### config.mk
export PLATFORM = sky130hd
export DESIGN_NAME = octal_digit_serializer_flat
export DESIGN_NICKNAME = d
export VERILOG_FILES = /design/src/rtl/octal_digit_serializer_if.sv /design/src/rtl/octal_digit_serializer.sv /design/src/flat_wrapper.sv
export SDC_FILE = /design/constraint.sdc
export NUM_CORES = 1
export LEC_CHECK = 0
export ABC_AREA = 0
export CAP_MARGIN = 5
export CORE_MARGIN = 2
export CORE_UTILIZATION = 35
export CTS_CLUSTER_SIZE = 8
export DETAILED_ROUTE_END_ITERATION = 8
export GPL_ROUTABILITY_DRIVEN = 0
export PLACE_DENSITY_LB_ADDON = 0.2
export SYNTH_ARGS = -nofsm -noshare
export SYNTH_HDL_FRONTEND = slang
export SYNTH_SLANG_ARGS = --single-unit
### constraint.sdc
create_clock -name clk -period 1.25 [get_ports clk]
set_input_delay 0.125 -clock clk [delete_from_list [all_inputs] [get_ports clk]]
set_output_delay 0.125 -clock clk [all_outputs]
set_load 0.01 [all_outputs]
### src/rtl/octal_digit_serializer_if.sv
// Handshake bundle between the binary word producer, the octal serializer
// and the digit consumer.
interface octal_digit_serializer_if #(
  parameter int WIDTH = 12
);
  logic             in_valid;
  logic             in_ready;
  logic [WIDTH-1:0] in_data;
  logic             out_valid;
  logic             out_ready;
  logic [2:0]       out_digit;
  logic             out_first;
  logic             out_last;
  logic             busy;

  // The serializer itself: takes words in and drives digits out.
  modport slave (
    input  in_valid, in_data, out_ready,
    output in_ready, out_valid, out_digit, out_first, out_last, busy
  );

  // The surrounding logic: offers words and consumes digits.
  modport master (
    output in_valid, in_data, out_ready,
    input  in_ready, out_valid, out_digit, out_first, out_last, busy
  );
endinterface

### src/rtl/octal_digit_serializer.sv
// Captures a binary word and emits its octal digits MSD first, one per
// accepted beat, optionally skipping leading zero digits.
module octal_digit_serializer #(
  parameter int WIDTH       = 12,
  parameter bit SUPPRESS_LZ = 1'b1
) (
  input  logic                      clk,
  input  logic                      reset,
  octal_digit_serializer_if.slave   bus
);

  localparam int NDIG = (WIDTH + 2) / 3;
  localparam int PW   = 3 * NDIG;
  localparam int IW   = (NDIG > 1) ? $clog2(NDIG) : 1;

  typedef enum logic {IDLE, EMIT} state_t;

  state_t        state_q, state_d;
  logic [PW-1:0] word_q, word_d;
  logic [IW-1:0] idx_q, idx_d;
  logic          first_q, first_d;

  logic [PW-1:0] padded;
  logic [IW-1:0] start_idx;
  logic [2:0]    cur_digit;
  logic          at_last;

  assign padded  = PW'(bus.in_data);
  assign at_last = (idx_q == '0);

  // Start digit: the highest nonzero digit when suppressing, else the top one.
  always_comb begin
    start_idx = IW'(NDIG - 1);
    if (SUPPRESS_LZ) begin
      start_idx = '0;
      for (int i = 0; i < NDIG; i++) begin
        if (padded[3*i +: 3] != 3'd0) start_idx = IW'(i);
      end
    end
  end

  always_comb begin
    cur_digit = 3'd0;
    for (int i = 0; i < NDIG; i++) begin
      if (idx_q == IW'(i)) cur_digit = word_q[3*i +: 3];
    end
  end

  always_comb begin
    state_d = state_q;
    word_d  = word_q;
    idx_d   = idx_q;
    first_d = first_q;
    unique case (state_q)
      IDLE: begin
        if (bus.in_valid) begin
          word_d  = padded;
          idx_d   = start_idx;
          first_d = 1'b1;
          state_d = EMIT;
        end
      end
      EMIT: begin
        if (bus.out_ready) begin
          first_d = 1'b0;
          if (at_last) begin
            word_d  = '0;
            state_d = IDLE;
          end else begin
            idx_d = idx_q - IW'(1);
          end
        end
      end
      default: state_d = IDLE;
    endcase
  end

  always_ff @(posedge clk or posedge reset) begin
    if (reset) begin
      state_q <= IDLE;
      word_q  <= '0;
      idx_q   <= '0;
      first_q <= 1'b0;
    end else begin
      state_q <= state_d;
      word_q  <= word_d;
      idx_q   <= idx_d;
      first_q <= first_d;
    end
  end

  // Outputs depend only on flops, so they hold steady under backpressure.
  assign bus.in_ready  = (state_q == IDLE);
  assign bus.out_valid = (state_q == EMIT);
  assign bus.busy      = (state_q == EMIT);
  assign bus.out_digit = (state_q == EMIT) ? cur_digit : 3'd0;
  assign bus.out_first = (state_q == EMIT) && first_q;
  assign bus.out_last  = (state_q == EMIT) && at_last;

endmodule

### src/flat_wrapper.sv
// flat-port wrapper written by rule: the top's interface ports become plain ports
module octal_digit_serializer_flat 
#(
  parameter int WIDTH       = 12,
  parameter bit SUPPRESS_LZ = 1'b1
)
  (clk, reset, bus_in_valid, bus_in_data, bus_out_ready, bus_in_ready, bus_out_valid, bus_out_digit, bus_out_first, bus_out_last, bus_busy);
  octal_digit_serializer_if #(.WIDTH(WIDTH)) bus_i ();
  input  logic clk;
  input  logic reset;
  input wire logic [$bits(bus_i.in_valid)-1:0] bus_in_valid;
  input wire logic [$bits(bus_i.in_data)-1:0] bus_in_data;
  input wire logic [$bits(bus_i.out_ready)-1:0] bus_out_ready;
  output wire logic [$bits(bus_i.in_ready)-1:0] bus_in_ready;
  output wire logic [$bits(bus_i.out_valid)-1:0] bus_out_valid;
  output wire logic [$bits(bus_i.out_digit)-1:0] bus_out_digit;
  output wire logic [$bits(bus_i.out_first)-1:0] bus_out_first;
  output wire logic [$bits(bus_i.out_last)-1:0] bus_out_last;
  output wire logic [$bits(bus_i.busy)-1:0] bus_busy;
  assign bus_i.in_valid = bus_in_valid;
  assign bus_i.in_data = bus_in_data;
  assign bus_i.out_ready = bus_out_ready;
  assign bus_in_ready = bus_i.in_ready;
  assign bus_out_valid = bus_i.out_valid;
  assign bus_out_digit = bus_i.out_digit;
  assign bus_out_first = bus_i.out_first;
  assign bus_out_last = bus_i.out_last;
  assign bus_busy = bus_i.busy;
  octal_digit_serializer #(.WIDTH(WIDTH), .SUPPRESS_LZ(SUPPRESS_LZ)) u_core (.clk(clk), .reset(reset), .bus(bus_i));
endmodule
; After elaboration in Yosys (flattened, before gate mapping)
; Cells that the tools add are included.
[word_totals]
regBits = 16
elab_cells = 45
in_bits = 16
output_inout_bits = 8
[op_classes]
eq_ne = 7
n_addsub = 1
n_reduce_logical = 9
bitwise_logic = 1
n_mux = 23
[ops]
columns = operator, n
row1 = 12-bit 2-to-1 mux, 3
row2 = 12-bit case mux with 2 select lines, 1
row3 = 3-bit 2-to-1 mux, 5
row4 = 2-bit 2-to-1 mux, 5
row5 = 3-bit nonzero test, 3
row6 = 2-bit inequality test (second input constant), 4
row7 = 1-bit 2-to-1 mux, 6
row8 = 3-bit AND reduction, 2
row9 = 2-bit == test (second input constant), 2
row10 = 1-bit case mux with 2 select lines, 2
row11 = 2-bit case mux with 2 select lines, 1
row12 = 2-bit by 1-bit == test with 1-bit output (second input constant), 1
row13 = 1-bit logical AND, 2
row14 = 2-bit zero test, 1
row15 = 2-bit AND reduction, 1
row16 = 2-bit by 1-bit subtractor with 2-bit output (second input constant), 1
row17 = 1-bit inverter, 1

; Depth between registers and ports, before layout
[depth]
word_depth = 6
depth_mapped = 6
depth_no_buf = 5

; Worst setup path before layout
; Ideal clock, no wire load.
[synth_timing]
path_type = register to output
from = register u_core.idx_q[0]
to = output bus_out_digit[1]
required_time_ns = 1.125
path_stages_with_launch = 5
t_arrival_ns = 1.298
path_buffers = 0
setup_slack_ns = -0.173
cell_sequence = dfrtp_1 > ha_1 > nand3b_1 > a221o_1 > a21oi_1
[synth_between]
elab_chain_len = 6
word_cells_on_any_way = 9
cone_classes = eq/ne (3) / mux (5) / reduce/logical (1)
[synth_lines]
columns = element, line
row1 = from (decl), octal_digit_serializer.sv:20  ; logic [IW-1:0] idx_q, idx_d;
row2 = from (signal assigned), octal_digit_serializer.sv:87  ; idx_q <= idx_d;
row3 = 2-bit zero test, octal_digit_serializer.sv:45  ; if (idx_q == IW'(i)) cur_digit = word_q[3*i +: 3];
row4 = 3-bit 2-to-1 mux (3 in series), octal_digit_serializer.sv:45
row5 = 3-bit 2-to-1 mux (*), octal_digit_serializer.sv:45
row6 = 3-bit 2-to-1 mux (*), octal_digit_serializer.sv:96  ; assign bus.out_digit = (state_q == EMIT) ? cur_digit : 3'd0;
row7 = to (decl), flat_wrapper.sv:16  ; output wire logic [$bits(bus_i.out_digit)-1:0] bus_out_digit;
; Mark *: on every way between the ends. The rest lies on a longest branch, timed or not.

; Worst setup path after layout
[layout_timing]
from = register u_core.idx_q[1]
to = output bus_out_digit[1]
; The elaborated chain is that of the path after synthesis.

==> summary.md <==
| Metric | Value |
|---|---|
| RSZ-0062 raised after global routing | `true` |
| GR Util All Layers | `0.201` |
| DRC | `0` |
| CP arrival | `1720 ps` |
| ANT nets after route | `0` |
| Maximum clock frequency | `543 MHz` |
| Worst-Margin Slew | `379 ps` |
| Vias/cell | `5.41` |
| Sequential area share after synthesis | `0.466` |
| Fin. Hold Viols | `0` |
| Total Nets Final | `153` |
| CTS root buf | `clkbuf_4` |
| HPWL after detailed placement | `1.66 mm` |
| Wire per inst | `15.7 um` |
| Slew Viols, Final | `0` |
| Num ports | `24` |
| Die W | `53.5 um` |
| Final TNS setup | `-7660 ps` |
| Number of setup violations in the final report | `21` |
| Max_cap viols | `0` |
| Slew margin rel. | `0.745` |
| Fin crit share | `1.47` |
| Hold Crit Class | `input port to asynchronous set/reset pin` |
| Hold buffers post-CTS | `0` |
| Largest fanout on the critical path | `6` |
| Worst-skew pair later-pin latency | `300 ps` |
| Syn Std Cell Area | `858 um2` |
| TritonCTS clock tree | `built` |
| Cells after Synth | `77` |
| Share of cells above drive strength 1 | `0.485` |
| Clock Sinks | `16` |
| H-tree levels | `1` |
| Row count | `17` |
| Failing checks | `setup timing` |
| Worst IR Drop VDD | `0.00142 V` |
| Tmin final | `1840 ps` |
| Die Y | `53.5 um` |
| Port bufs | `23` |
| Leak | `0.000672 uW` |
| Initial Util | `0.377` |
| Initial drt markers | `8` |
| Worst Setup Start Kind | `flip-flop` |
| Worst setup path class | `flip-flop to primary output` |
| Clk buf depth | `2` |
| Vias in the first global route | `811` |
| Routed via count | `866` |
| Post-synthesis register bit count | `16` |
| Area Growth Syn to Fin | `68.5%` |
| Post-layout util | `0.636` |
| Pwr Density | `2430 nW/um2` |
| Core Footprint | `2280 um2` |
| Final worst slack | `-593 ps` |
| Slowest-stage cell, CP | `dfrtp_1` |
| Initial antenna violation count | `0` |
| Number of buffers created by CTS | `3` |
| Die ar. | `2860 um2` |
| Critical Path, Cell by Cell | `inv_2, ha_4, nand3b_1, a221o_1, a21oi_2, buf_2` |
| Crit path capture type | `primary output` |
| Cell variety after synth | `23` |
| Status | `complete, but fails checks` |
| Gr ovfl total | `0` |
| Synth Net Count | `97` |
| Final instance area | `1450 um2` |
| First-pass GRT wire length | `4.02 mm` |
| Pin count of the biggest net entering global routing | `17` |
| First-pass iteration count of the detailed router | `4` |
| Post-route clock skew | `2.62 ps` |
| Synth Area per Inst | `11.1 um2` |
| Diode count | `0` |
| Syn. warnings | `0` |
| Total Wirelength | `2.51 mm` |
| CP max stage delay | `400 ps` |
| Area after DPL | `1260 um2` |
| Clock-pin slew on the worst setup and hold paths | `90 ps` |
| Worst path required time | `1120 ps` |
## power breakdown
part,total (uW),internal [uW],switching (uW)
Clock,351,178,174
Combinational,2290,1330,959
Sequential,877,720,157
Total,3520,2230,1290
## path summary, 6_finish.rpt
kind,start,endpoint,slack [ps],depth (start not counted)
worst max-delay path,u_core.idx_q[1]$_DFFE_PP0P_,bus_out_digit[1],-590,6
worst min-delay path,reset,u_core.word_q[4]$_DFFE_PP0P_,120,3
worst max register to register,u_core.idx_q[0]$_DFFE_PP0P_,u_core.word_q[0]$_DFFE_PP0P_,-410,9
worst min register to register,u_core.word_q[10]$_DFFE_PP0P_,u_core.word_q[10]$_DFFE_PP0P_,510,1
max in group asynchronous,reset,u_core.idx_q[0]$_DFFE_PP0P_,930,3
min in group clk,bus_in_data[2],u_core.word_q[2]$_DFFE_PP0P_,450,2
## per-layer routing
| metal | vias up | share of wire | global-route usage |
|---|---|---|---|
| li1 | 395 | - | - |
| met1 | 435 | 0.44 | 0.266 |
| met3 | 8 | 0.058 | 0.0621 |
| met5 | - | 0 | 0 |
| met2 | 28 | 0.47 | 0.315 |
| met4 | 0 | 0.032 | 0.0556 |
## layout make-up
| cell class | count | area [um2] |
|---|---|---|
| Sequential cell | 16 | 402 |
| Timing Repair Buffer | 55 | 477 |
| Multi-Input combinational cell | 49 | 462 |
| Clock buffer | 4 | 36.3 |
| Fill cell | 181 | 830 |
| Tap cell | 28 | 35.0 |
| Inverter | 8 | 35.0 |
## synthesized netlist by cell type, drive strengths merged
| library cell | count | area share |
|---|---|---|
| buf | 4 | 0.041 |
| a21oi | 8 | 0.060 |
| and3b | 1 | 0.012 |
| dfrtp | 16 | 0.47 |
| o41ai | 1 | 0.010 |
| a2bb2oi | 1 | 0.010 |
| nor2b | 1 | 0.016 |
| nor4 | 1 | 0.015 |
| ha | 4 | 0.058 |
| a221o | 3 | 0.035 |
| nand2 | 3 | 0.013 |
| o22ai | 1 | 0.0073 |
| mux2i | 1 | 0.012 |
| nor3 | 2 | 0.012 |
| nor2 | 4 | 0.017 |
| and2 | 1 | 0.010 |
| inv | 8 | 0.035 |
| a22o | 14 | 0.14 |
| nand3b | 3 | 0.026 |
## per-stage QoR
step	cells	worst slack (ps)	power, uW	hold slack, ps
after floorplan	77	-113	1880	38.7
after global placement	142	-618	2630	455
after detailed placement	142	-686	2690	456
after CTS	158	-565	3420	135
after global routing	160	-667	3730	166
final	160	-593	3520	122
## placed cells by master (no fill, tap or decap)
cell type / count
a21oi_2: 4
a21oi_1: 3
inv_2: 1
and2_4: 1
nor2_1: 2
clkbuf_8: 1
o22ai_1: 1
a21oi_4: 1
a2bb2oi_2: 1
nor2_2: 1
nor2b_4: 1
nand2_1: 3
and3b_2: 1
ha_4: 3
dfrtp_2: 1
o41ai_1: 1
nor2_4: 1
clkbuf_4: 3
inv_4: 2
nand3b_1: 3
buf_6: 11
dfrtp_1: 15
a221o_1: 3
ha_1: 1
inv_1: 5
buf_4: 23
clkdlybuf4s50_1: 15
mux2i_1: 1
a22o_1: 13
buf_2: 6
a22o_2: 1
nor4_2: 1
nor3_1: 2
## flip-flops by register name, summed over array words and instances, names as in the netlist
name and count:
u_core.word_q 12, u_core.bus.busy 1, u_core.idx_q 2, u_core.first_q 1
## timing repair
| item | in CTS | in global routing |
|---|---|---|
| pin swaps | 3 | 6 |
| cloned | 1 | 0 |
| setup buffers | 11 | 4 |
| resized for setup | 44 | 12 |
| endpoints found under the setup margin | 22 | 20 |
## kinds of logic after synthesis
group                    share of synthesized area
AO/OA/AOI/OAI                                0.267
adder cells (fa/ha/maj)                     0.0583
buffers and inverters                       0.0758
flip-flops                                   0.466
multiplexers                                0.0117
AND/OR/NAND/NOR                              0.121
## critical path: cells and delay by family, from the launching register on
family	cells	cell delay (ps)
AO/OA/AOI/OAI	2	460
flip-flops	1	400
adder cells (fa/ha/maj)	1	180
buffers and inverters	2	210
AND/OR/NAND/NOR	1	170
(Power assumes the default switching activity.)
